===== src/rtl/gmux_qen_ctrl.sv =====
// gmux_qen_ctrl
// Sequences the per-quadrant enables of a global clock mux (TL/TR/BL/BR).
// One shared FSM walks one quadrant at a time through a fixed order.
//   enable : VLP low -> settle -> SEN or DYNEN high -> settle -> DEN (dyn) + ACK
//   disable: DEN low -> settle -> SEN/DYNEN/ACK low -> VLP delay -> VLP high
// Ports:
//   QCK        block clock, rising edge
//   QRT_N      synchronous active-low reset
//   REQ_EN[3:0] requested quadrant state (bit0 TL, bit1 TR, bit2 BL, bit3 BR)
//   MODE_DYN   1 = dynamic path (DYNEN+DEN), 0 = static (SEN); sampled on ARM entry
//   ACK[3:0]   granted quadrant state
//   BUSY       FSM outside IDLE
//   SSEL       any quadrant has SEN or DYNEN set
//   <Q>_DEN/_DYNEN/_SEN/_VLP  per-quadrant mux controls
module gmux_qen_ctrl #(
  parameter int SETTLE_CYCLES = 4,
  parameter int VLP_DELAY     = 16
) (
  input  logic       QCK,
  input  logic       QRT_N,
  input  logic [3:0] REQ_EN,
  input  logic       MODE_DYN,
  output logic [3:0] ACK,
  output logic       BUSY,
  output logic       SSEL,
  output logic       TL_DEN,
  output logic       TL_DYNEN,
  output logic       TL_SEN,
  output logic       TL_VLP,
  output logic       TR_DEN,
  output logic       TR_DYNEN,
  output logic       TR_SEN,
  output logic       TR_VLP,
  output logic       BL_DEN,
  output logic       BL_DYNEN,
  output logic       BL_SEN,
  output logic       BL_VLP,
  output logic       BR_DEN,
  output logic       BR_DYNEN,
  output logic       BR_SEN,
  output logic       BR_VLP
);

  if (SETTLE_CYCLES < 1 || SETTLE_CYCLES > 255) begin : g_bad_settle
    $error("gmux_qen_ctrl: SETTLE_CYCLES must be in 1..255");
  end
  if (VLP_DELAY < 1 || VLP_DELAY > 255) begin : g_bad_vlp
    $error("gmux_qen_ctrl: VLP_DELAY must be in 1..255");
  end

  localparam logic [7:0] SETTLE_LD = 8'(SETTLE_CYCLES - 1);
  localparam logic [7:0] VLP_LD    = 8'(VLP_DELAY - 1);

  typedef enum logic [2:0] {
    S_IDLE,
    S_WAKE,
    S_ARM,
    S_DROP,
    S_SLEEP
  } state_t;

  state_t     state;
  logic [3:0] den, dynen, sen, vlp;
  logic [1:0] p, q;
  logic [7:0] cnt;
  logic       mode_l;
  logic [3:0] q_mask;

  assign q_mask = 4'b0001 << q;

  always_ff @(posedge QCK) begin
    if (!QRT_N) begin
      state  <= S_IDLE;
      den    <= '0;
      dynen  <= '0;
      sen    <= '0;
      vlp    <= '1;
      ACK    <= '0;
      BUSY   <= 1'b0;
      SSEL   <= 1'b0;
      p      <= '0;
      q      <= '0;
      cnt    <= '0;
      mode_l <= 1'b0;
    end else begin
      case (state)
        S_IDLE: begin
          if (REQ_EN[p] != ACK[p]) begin
            q    <= p;
            BUSY <= 1'b1;
            cnt  <= SETTLE_LD;
            if (REQ_EN[p]) begin
              state  <= S_WAKE;
              vlp[p] <= 1'b0;
            end else begin
              state  <= S_DROP;
              den[p] <= 1'b0;
            end
          end else begin
            p <= p + 2'd1;
          end
        end
        S_WAKE: begin
          if (cnt == 8'd0) begin
            state  <= S_ARM;
            mode_l <= MODE_DYN;
            if (MODE_DYN) dynen[q] <= 1'b1;
            else          sen[q]   <= 1'b1;
            SSEL   <= 1'b1;
            cnt    <= SETTLE_LD;
          end else begin
            cnt <= cnt - 8'd1;
          end
        end
        S_ARM: begin
          if (cnt == 8'd0) begin
            state  <= S_IDLE;
            BUSY   <= 1'b0;
            if (mode_l) den[q] <= 1'b1;
            ACK[q] <= 1'b1;
            p      <= q + 2'd1;
          end else begin
            cnt <= cnt - 8'd1;
          end
        end
        S_DROP: begin
          if (cnt == 8'd0) begin
            state    <= S_SLEEP;
            sen[q]   <= 1'b0;
            dynen[q] <= 1'b0;
            ACK[q]   <= 1'b0;
            cnt      <= VLP_LD;
            // SSEL follows the post-clear select set
            SSEL     <= |((sen | dynen) & ~q_mask);
          end else begin
            cnt <= cnt - 8'd1;
          end
        end
        S_SLEEP: begin
          if (REQ_EN[q]) begin
            // re-enable while sleeping: keep VLP low and rescan q first
            state <= S_IDLE;
            BUSY  <= 1'b0;
            p     <= q;
          end else if (cnt == 8'd0) begin
            state  <= S_IDLE;
            BUSY   <= 1'b0;
            vlp[q] <= 1'b1;
            p      <= q + 2'd1;
          end else begin
            cnt <= cnt - 8'd1;
          end
        end
        default: begin
          state <= S_IDLE;
          BUSY  <= 1'b0;
        end
      endcase
    end
  end

  assign {BR_DEN,   BL_DEN,   TR_DEN,   TL_DEN}   = den;
  assign {BR_DYNEN, BL_DYNEN, TR_DYNEN, TL_DYNEN} = dynen;
  assign {BR_SEN,   BL_SEN,   TR_SEN,   TL_SEN}   = sen;
  assign {BR_VLP,   BL_VLP,   TR_VLP,   TL_VLP}   = vlp;

endmodule


===== config.mk =====
export PLATFORM = sky130hd
export DESIGN_NAME = gmux_qen_ctrl
export DESIGN_NICKNAME = d
export VERILOG_FILES = /design/src/rtl/gmux_qen_ctrl.sv
export SDC_FILE = /design/constraint.sdc
export NUM_CORES = 1
export LEC_CHECK = 0
export CORE_MARGIN = 1.5
export CORE_UTILIZATION = 30
export DETAILED_ROUTE_END_ITERATION = 10
export GPL_TIMING_DRIVEN = 1
export PLACE_DENSITY = 0.58
export SLEW_MARGIN = 20
export SYNTH_ARGS = -nofsm -noshare
export SYNTH_HDL_FRONTEND = slang
export SYNTH_SLANG_ARGS = --single-unit

===== constraint.sdc =====
create_clock -name QCK -period 2 [get_ports QCK]
set_input_delay 0.3 -clock QCK [delete_from_list [all_inputs] [get_ports QCK]]
set_output_delay 0.3 -clock QCK [all_outputs]
set_load 0.01 [all_outputs]

-- Word-level counts from Yosys, hierarchy flattened
Index checks and enable logic that the tools add are counted.
- bits in registers: 38
- output and inout bits: 22
- input port bits: 7
- word-level logic and storage cells: 132
- add/sub/neg operators: 3
- reductions and logical operators: 24
- equal/unequal tests: 17
- order comparisons: 4
- bitwise gates (word level): 16
- multiplexer cells: 55
- shifts and indexed selects: 1
- operator list (operator ; number):
    2-to-1 mux 4 bit ; 16
    2-to-1 mux 8 bit ; 5
    case mux 4 bit (2 select lines) ; 5
    case mux 8 bit (5 select lines) ; 1
    bitwise AND 4 bit ; 6
    inequality test 2 bit (second input constant) ; 12
    bitwise OR 4 bit ; 6
    2-to-1 mux 3 bit ; 5
    case mux 3 bit (5 select lines) ; 1
    NOT 4 bit ; 3
    AND reduction 3 bit ; 4
    2-to-1 mux 1 bit ; 10
    AND reduction 5 bit ; 2
    zero test 8 bit ; 1
    2-to-1 mux 2 bit ; 4
    AND reduction 2 bit ; 4
    AND reduction 4 bit ; 2
    nonzero test 2 bit ; 4
    subtractor 8 x 1 -> 8 bit (second input constant) ; 1
    binary-select mux 1 bit (select 2 bit) ; 3
    equality test 3 x 2 -> 1 bit (second input constant) ; 2
    < comparator 2 x 3 -> 1 bit (second input constant) ; 2
    case mux 2 bit (3 select lines) ; 1
    nonzero test 5 bit ; 1
    15 further kinds ; 19

-- Longest topological paths before layout
Gate-level depths: netlist (run 1).
- depth in word-level cells: 9
- depth in mapped cells: 9
- gate-level depth less buffers: 7

-- Worst setup path before layout (run 1)
No wires, ideal clock.
- path kind: reg-to-reg
- from: register cnt[0]
- to: register vlp[2]
- setup time: 0.132 ns
- path buffers: 1
- required time: 1.868 ns
- arrival time: 1.933 ns
- period minus slack after synthesis: 2.065 ns
- path slack: -0.065 ns
- stages on the path, launching flop included: 9
- path through: dfxtp_1 inv_1 ha_1 or4b_1 buf_2 or4_4 o21ai_2 a21boi_1 nand4b_1
- word-level cells in the longest chain between the ends: 3
- ends and longest elaborated chain (what ; line ; text):
    from (decl) ; 65 ; logic [7:0] cnt;
    from (signal assigned) ; 112 ; cnt <= cnt - 8'd1;
    from (signal assigned) ; 123 ; cnt <= cnt - 8'd1;
    from (signal assigned) ; 136 ; cnt <= cnt - 8'd1;
    zero test 8 bit ; 145 ; end else if (cnt == 8'd0) begin
    inequality test 2 bit (no source line) ; n/a ;
    AND reduction 5 bit (no source line) ; n/a ;
    to (signal assigned) ; 77 ; vlp <= '1;
    to (signal, indexed assignment) ; 94 ; vlp[p] <= 1'b0;
    to (signal, indexed assignment) ; 148 ; vlp[q] <= 1'b1;
    to (decl) ; 63 ; logic [3:0] den, dynen, sen, vlp;
No other way between the ends.
A chain may end at the register's enable or synchronous reset.

-- Worst setup path in the final report (run 1)
- from: register cnt[0]
- to: register vlp[3]
Same word-level chain as after synthesis.

==> results of run 1 <==
## cell usage after synthesis (2+ instances only)
cell type,number
sky130_fd_sc_hd__a21boi_1,2
sky130_fd_sc_hd__a21o_1,3
sky130_fd_sc_hd__a21oi_1,15
sky130_fd_sc_hd__a22oi_1,3
sky130_fd_sc_hd__a311oi_1,6
sky130_fd_sc_hd__a31oi_1,15
sky130_fd_sc_hd__buf_2,5
sky130_fd_sc_hd__clkbuf_1,9
sky130_fd_sc_hd__dfxtp_1,38
sky130_fd_sc_hd__ha_1,9
sky130_fd_sc_hd__inv_1,8
sky130_fd_sc_hd__mux2i_1,5
sky130_fd_sc_hd__mux4_2,4
sky130_fd_sc_hd__nand2_1,30
sky130_fd_sc_hd__nand2b_1,2
sky130_fd_sc_hd__nand3_1,11
sky130_fd_sc_hd__nand3b_1,2
sky130_fd_sc_hd__nand4b_1,2
sky130_fd_sc_hd__nor2_1,27
sky130_fd_sc_hd__nor2b_1,3
sky130_fd_sc_hd__nor3_1,8
sky130_fd_sc_hd__nor3b_1,2
sky130_fd_sc_hd__o21a_1,2
sky130_fd_sc_hd__o21ai_0,16
sky130_fd_sc_hd__o21ai_2,2
sky130_fd_sc_hd__o221a_2,2
sky130_fd_sc_hd__o22ai_1,2
sky130_fd_sc_hd__o32ai_1,2
sky130_fd_sc_hd__or3_1,2
sky130_fd_sc_hd__xnor2_1,4
sky130_fd_sc_hd__xor2_1,5
## critical path, delay by kind of cell, from the launching register on
family	cells	cell delay, ns
buf+inv	1	0.07
flops	1	0.33
compound gates	2	0.18
simple gates	3	1.18
fa+ha+maj	1	0.13
## cell families after synthesis
family | Yosys count | share of synthesized area [%]
multiplexers | 10 | 6.594
adder cells (fa/ha/maj) | 9 | 4.905
AO/OA/AOI/OAI | 85 | 26.32
XOR/XNOR | 9 | 3.433
flip-flops | 38 | 33.13
buffers and inverters | 23 | 4.032
AND/OR/NAND/NOR | 99 | 21.58
## power by group through the flow
stage          registers [uW]  clock network (uW)  logic [uW]
3_3_place_gp             1070                   0        2680
6_report                 1050                 675        2890
4_1_cts                  1050                 680        2820
5_1_grt                  1070                 715        3140
2_1_floorplan            1090                   0        1530
3_5_place_dp             1070                   0        2710
## worst paths after layout
| kind | slack (ns) | endpoint |
|---|---|---|
| setup / recovery | -0.02 | vlp[3] |
| hold / removal | 0.49 | SSEL |
| setup reg to reg | -0.02 | vlp[3] |
| hold reg to reg | 0.49 | SSEL |
## per-layer routing
metal  up-vias  GRT usage, %  part of all wire [%]  wire length, um
met5         -             0                     0                0
met4         0         4.497                   1.5               98
met3         8         2.778                   4.1              272
met2        56         26.75                    46             3080
met1      1102         23.29                    49             3257
li1       1171             -                     -                -
## metrics by stage
stage / setup TNS, ns / setup WS, ns / hold WS, ns
3_3_place_gp: -6.217 / -0.4447 / 0.4745
4_1_cts: -0.03360 / -0.02588 / 0.4939
5_1_grt: -0.4386 / -0.1121 / 0.5210
6_report: -0.01727 / -0.01560 / 0.4888
2_1_floorplan: -0.02351 / -0.01175 / 0.4471
3_5_place_dp: -6.732 / -0.5022 / 0.4823
## area by class of cell
cell class | count | area [um2] | share of cell area [%]
sequential | 38 | 765.7 | 23.71
inverter | 9 | 33.78 | 1.046
clock inverter | 3 | 45.04 | 1.395
clock buffer | 5 | 68.82 | 2.131
timing repair buffer | 83 | 688.2 | 21.31
tap | 99 | 123.9 | 3.836
multi-input combinational | 212 | 1504 | 46.57
## repair_timing
item | in CTS | in global routing
pin swaps | 3 | 5
gates resized for setup | 9 | 4
setup buffers | 2 | 3
endpoints found under the setup margin | 11 | 15
cloned | 0 | 0
==> out/summary.txt, run 1 <==
final global-route overflow total: 0
number of H-tree levels: 2
Unique masters post-synth: 58
post-synthesis sequential area ratio: 33.13%
Synthesized Nets: 289
average wire length per cell after detail routing: 14.94 um
start of the worst register-to-register path: cnt[0]
Setup Crit Path Kind: flop to flop
sum of internal, switching and leakage power: 4613 uW
biggest cell delay along the critical path: 0.51 ns
Hold-fix buffers, CTS: 0
final weighted congestion in routability-driven placement: 0.8383
Peak Freq: 496.1 MHz
placed cells: 436
number of clock sinks: 38
source-to-sink clock delay at the later pin of the worst-skew pair: 0.30 ns
data required time of the worst path: 2.18 ns
clock tree from TritonCTS: yes
violated checks: negative setup slack
Horiz. Die Dim: 90.48 um
launching element type of the critical path: flop
Max-cap violations: 0
relative contribution of sequential cells to total power: 22.8%
number of detailed-routing iterations run before antenna repair: 4
share of the synthesized area in the top cell type: 33.13%
total of fill cells in the finished design: 724
final core area utilization: 44.05%
overall die area: 0.008187 mm2
wire length of the first global-routing pass: 11,140 um
switching power total: 1936 uW
vias per cell: 5.205
share of final-layout standard cells stronger than drive strength 1: 26.86%
clock root buffer: sky130_fd_sc_hd__clkbuf_8
number of synthesized flops with an enable pin: 0
crit path cell chain: inv_2 -> ha_4 -> or4b_4 -> or4_4 -> o21ai_4 -> a21boi_1 -> nand4b_1
worst setup skew after layout: 0.01180 ns
Slew Limit Headroom: 71.49%
maximum number of pins on one net before global-route repair: 23
port buffer count: 28
final cell count without fillers: 449
sum of routed wire length over all layers: 6710 um
setup repair after global routing missed its margin: yes
clock buffers created by TritonCTS: 5
cell area after technology mapping: 0.002296 mm2
cell count of the worst hold path: 2
hold_sp: SSEL
classification of the worst-slack hold path: flop to flop
dpl cell area: 0.003043 mm2
portion of the clock cycle consumed by the worst path in the final layout: 100.8%
via count of the first global-routing pass: 2,243
number of nets in the finished design: 365
remaining antenna violation count: 0
Tightest Pin Transition: 0.4260 ns
final setup fails: 2
largest area contributor in the netlist: sky130_fd_sc_hd__dfxtp_1
source of the critical timing path: cnt[0]
instance count of the mapped netlist: 273
number of cells traversed by the worst register-to-register path: 7
antenna violations before repair: 0
via count: 2,337
Non-Filler Cell Area, Final: 0.003229 mm2
Slew Viols, Final: 0
largest fanout of any net on the critical path: 5
top library cells by usage in the layout, fill and taps aside: 55 x sky130_fd_sc_hd__buf_4, 34 x sky130_fd_sc_hd__dfxtp_1, 29 x sky130_fd_sc_hd__nand2_1
post-CTS clock slew at the launch and capture registers of the worst setup and hold paths: 0.09 ns
most common cell after layout, fill and taps aside: sky130_fd_sc_hd__buf_4
post-layout min period: 2.016 ns
category of the worst setup path capture point: flop
Lkg Pwr: 0.001271 uW
mean instance size in the synthesized netlist: 8.410 um2
CTS Buffer Depth: 2
#FFs+latches synth: 38
clock network fraction of design power: 14.6%
Slowest cell on crit path: sky130_fd_sc_hd__or4b_4
Floorplan Core Area: 0.007331 mm2
count of synthesis-stage warnings from yosys: 0
chip height: 90.48 um
Int Pwr: 2677 uW
DRC violation total after the first TritonRoute iteration: 151
all-layer global routing usage: 16.79%
peak ir drop on the vdd network: 544.2 uV
Power per Cell Area: 1428 mW/mm2
switching portion of total power: 41.96%
count of boundary I/O pins: 29
post-DP HPWL: 5120 um
signal arrival time at the worst endpoint: 2.20 ns
DRC violation count after routing: 0
FFs w/ async S/R, synth: 0%
Hold Fails Final Rpt: 0
Inserted Diodes: 0
count of standard-cell rows: 31
most area-consuming cells after synthesis: sky130_fd_sc_hd__dfxtp_1 33%, sky130_fd_sc_hd__ha_1 4.9%, sky130_fd_sc_hd__nand2_1 4.9%
outcome: finished with violations
flip-flop cell with the highest count after synthesis: sky130_fd_sc_hd__dfxtp_1
Layout area overhead: 40.65%
post-layout worst setup margin: -0.01560 ns
logic gate share of total power: 62.6%
Initial Utilization: 31.32%
No activity file was read; power rests on OpenSTA's default activity.
==> inputs of run 2 (changes only) <==
Settings changed: ABC_AREA from default to 1, CORE_MARGIN 1.5 to default.
==> run 2 against run 1 <==
  * The flow now finishes without violations
  * Sequential share of layout area rose by 2.6 points
  * Hold slack got worse by 0.021 ns
  * Fmax rose by 13%
  * Combinational power fell by 18%
  * Largest cell class unchanged
  * Highest routed layer unchanged
==> out/summary.txt, run 2 <==
outcome: finished clean (was finished with violations)
logic gate share of total power: 57.0% (was 62.6%)
final global-route overflow total: 0 (unchanged)
vias per cell: 4.645 (was 5.205)
clock tree from TritonCTS: yes (unchanged)
portion of the clock cycle consumed by the worst path in the final layout: 89.52% (was 100.8%)
flip-flop and latch area: 762.0 um2 (was 765.7 um2)
sum of internal, switching and leakage power: 4149 uW (was 4613 uW)
instance count of the mapped netlist: 367 (was 273)
switching portion of total power: 47.71% (was 41.96%)
Horiz. Die Dim: 90.22 um (was 90.48 um)
sum of routed wire length over all layers: 6027 um (was 6710 um)
share of final-layout standard cells stronger than drive strength 1: 10.29% (was 26.86%)
Setup WS pre-CTS: 0.04357 ns (was -0.5022 ns)
post-layout worst setup margin: 0.2095 ns (was -0.01560 ns)
number of synthesized flops with an enable pin: 0 (unchanged)
total of fill cells in the finished design: 795 (was 724)
number of nets in the finished design: 423 (was 365)
wire length of the first global-routing pass: 9804 um (was 11,140 um)
Slew Limit Headroom: 76.02% (was 71.49%)
launching element type of the critical path: flop (unchanged)
Layout area overhead: 23.96% (was 40.65%)
#FFs+latches synth: 38 (unchanged)
capture point of the critical path: vlp[3] (unchanged)
remaining antenna violation count: 0 (unchanged)
final setup fails: 0 (was 2)
CTS Buffer Depth: 2 (unchanged)
via count of the first global-routing pass: 1,991 (was 2,243)
Unique masters post-synth: 27 (was 58)
data required time of the worst path: 2.19 ns (was 2.18 ns)
top library cells by usage in the layout, fill and taps aside: 112 x sky130_fd_sc_hd__nand2_1, 51 x sky130_fd_sc_hd__inv_1, 37 x sky130_fd_sc_hd__dfxtp_1, 37 x sky130_fd_sc_hd__nor2_1 (was 55 x sky130_fd_sc_hd__buf_4, 34 x sky130_fd_sc_hd__dfxtp_1, 29 x sky130_fd_sc_hd__nand2_1)
Int Pwr: 2169 uW (was 2677 uW)
final core area utilization: 39.27% (was 44.05%)
switching power total: 1980 uW (was 1936 uW)
count of boundary I/O pins: 29 (unchanged)
antenna violations before repair: 0 (unchanged)
port buffer count: 28 (unchanged)
count of standard-cell rows: 31 (unchanged)
flip-flop cell with the highest count after synthesis: sky130_fd_sc_hd__dfxtp_1 (unchanged)
number of H-tree levels: 2 (unchanged)
Power per Cell Area: 1434 mW/mm2 (was 1428 mW/mm2)
start of the worst register-to-register path: cnt[0] (unchanged)
post-layout min period: 1.790 ns (was 2.016 ns)
post-route setup TNS: 0 ns (was -0.01727 ns)
largest fanout of any net on the critical path: 6 (was 5)
most area-consuming cells after synthesis: sky130_fd_sc_hd__dfxtp_1 33%, sky130_fd_sc_hd__nand2_1 18%, sky130_fd_sc_hd__inv_1 8.2% (was sky130_fd_sc_hd__dfxtp_1 33%, sky130_fd_sc_hd__ha_1 4.9%, sky130_fd_sc_hd__nand2_1 4.9%)
minimum setup slack among reg-to-reg paths: 0.21 ns (was -0.02 ns)
DRC violation count after routing: 0 (unchanged)
clock buffers created by TritonCTS: 5 (unchanged)
number of detailed-routing iterations run before antenna repair: 6 (was 4)
number of clock sinks: 38 (unchanged)
FFs w/ async S/R, synth: 0% (unchanged)
overall die area: 0.008140 mm2 (was 0.008187 mm2)
largest area contributor in the netlist: sky130_fd_sc_hd__dfxtp_1 (unchanged)
Lkg Pwr: 0.001309 uW (was 0.001271 uW)
Initial Utilization: 31.68% (was 31.32%)
dpl cell area: 0.002769 mm2 (was 0.003043 mm2)
source-to-sink clock delay at the later pin of the worst-skew pair: 0.30 ns (about the same)
Floorplan Core Area: 0.007370 mm2 (was 0.007331 mm2)
worst setup skew after layout: 0.009513 ns (was 0.01180 ns)
Peak Freq: 558.5 MHz (was 496.1 MHz)
most common cell after layout, fill and taps aside: sky130_fd_sc_hd__nand2_1 (was sky130_fd_sc_hd__buf_4)
Slew Viols, Final: 0 (unchanged)
maximum number of pins on one net before global-route repair: 17 (was 23)
clock network fraction of design power: 16.4% (was 14.6%)
classification of the worst-slack hold path: flop to flop (unchanged)
area used by multi-input combinational logic: 0.001338 mm2 (was 0.001504 mm2)
Non-Filler Cell Area, Final: 0.002894 mm2 (was 0.003229 mm2)
Hold-fix buffers, CTS: 0 (unchanged)
DRC violation total after the first TritonRoute iteration: 134 (was 151)
chip height: 90.22 um (was 90.48 um)
signal arrival time at the worst endpoint: 1.98 ns (was 2.20 ns)
post-synthesis sequential area ratio: 32.58% (was 33.13%)
relative contribution of sequential cells to total power: 26.7% (was 22.8%)
mean instance size in the synthesized netlist: 6.362 um2 (was 8.410 um2)
cell count of the worst hold path: 2 (unchanged)
count of synthesis-stage warnings from yosys: 0 (unchanged)
Tightest Pin Transition: 0.3597 ns (was 0.4260 ns)
FF-to-FF End: vlp[3] (unchanged)
setup repair after global routing missed its margin: no (was yes)
category of the worst setup path capture point: flop (unchanged)
all-layer global routing usage: 15.33% (was 16.79%)
share of the synthesized area in the top cell type: 32.58% (was 33.13%)
Inserted Diodes: 0 (unchanged)
final weighted congestion in routability-driven placement: 0.8181 (was 0.8383)
average wire length per cell after detail routing: 11.89 um (was 14.94 um)
post-CTS clock slew at the launch and capture registers of the worst setup and hold paths: 0.09 ns (about the same)
top cells by count, synth: 113 x sky130_fd_sc_hd__nand2_1, 51 x sky130_fd_sc_hd__inv_1, 38 x sky130_fd_sc_hd__dfxtp_1 (was 38 x sky130_fd_sc_hd__dfxtp_1, 30 x sky130_fd_sc_hd__nand2_1, 27 x sky130_fd_sc_hd__nor2_1)
Max-cap violations: 0 (unchanged)
peak ir drop on the vdd network: 565.6 uV (was 544.2 uV)
number of cells traversed by the worst register-to-register path: 10 (was 7)
dominant cell by count in the synthesized netlist: sky130_fd_sc_hd__nand2_1 (was sky130_fd_sc_hd__dfxtp_1)
clock root buffer: sky130_fd_sc_hd__clkbuf_8 (unchanged)
source of the critical timing path: cnt[0] (unchanged)
cell area after technology mapping: 0.002335 mm2 (was 0.002296 mm2)
Synthesized Nets: 383 (was 289)
Setup Crit Path Kind: flop to flop (unchanged)
via count: 2,355 (was 2,337)
Hold Fails Final Rpt: 0 (unchanged)
post-DP HPWL: 4520 um (was 5120 um)
## run 2: how the worst min path moves through the flow
stage	from	to	slack [ns]
4_1_cts	flop	flop	0.47
3_3_place_gp	flop	flop	0.45
5_1_grt	flop	flop	0.48
6_report	flop	flop	0.47
2_1_floorplan	QRT_N	flop	0.44
3_5_place_dp	flop	flop	0.46
## run 2: what timing repair did
| item | CTS | global route |
|---|---|---|
| gates resized for setup | 0 | 2 |
| buffers inserted | 0 | 1 |
| setup endpoints to repair | 0 | 7 |
## run 2: kinds of logic (layout without fill, tap and decap cells)
kind of cell    after synthesis  count (layout)  share of synthesized area, %
xor+xnor                      2               2                        0.7504
buf+inv                      59             100                         10.24
compound gates               60              60                         14.47
fa+ha+maj                     9               9                         4.823
flops                        38              38                         32.58
simple gates                199             199                         37.14
## run 2: worst max-delay path: stages (launching register included)
cell and delay [ns]:
sky130_fd_sc_hd__dfxtp_1 0.31, sky130_fd_sc_hd__inv_1 0.08, sky130_fd_sc_hd__ha_1 0.21, sky130_fd_sc_hd__nand3_1 0.16, sky130_fd_sc_hd__nor2_4 0.20, sky130_fd_sc_hd__buf_4 0.16
sky130_fd_sc_hd__o21ai_0 0.09, sky130_fd_sc_hd__nor2_2 0.23, sky130_fd_sc_hd__nand2_2 0.11, sky130_fd_sc_hd__nand2_1 0.07, sky130_fd_sc_hd__nand3_1 0.06
## run 2: final cells by class
type / instances / area share [%]
Multi-Input combinational cell: 270 / 46.22
Sequential cell: 38 / 26.33
Timing Repair Buffer: 37 / 12.02
Inverter: 55 / 7.220
Tap cell: 99 / 4.280
Clock buffer: 5 / 2.378
Clock inverter: 3 / 1.556
## run 2: metal layers
layer	share of wire (%)	GRT usage (%)
met1	52	22.20
met2	42	22.26
met3	4.5	3.469
met4	1.1	4.839
met5	0	0
## run 2: power by group through the flow
stage / Combinational [uW] / Clock [uW] / Sequential, uW
3_3_place_gp: 2290 / 0 / 1130
5_1_grt: 2670 / 724 / 1140
2_1_floorplan: 1700 / 0 / 1120
3_5_place_dp: 2310 / 0 / 1120
6_report: 2360 / 679 / 1110
4_1_cts: 2320 / 689 / 1100
## run 2: through the flow
stage	instances	hold slack, ns
floorplan	367	0.4402
global placement	498	0.4547
detailed placement	498	0.4579
CTS	506	0.4722
global route	507	0.4848
finish	507	0.4677
==> inputs of run 3 (changes only) <==
Settings changed: GPL_TIMING_DRIVEN 1 to default.
==> results of run 3 <==
No change in the layout: final DEF, timing and power equal those of run 2.
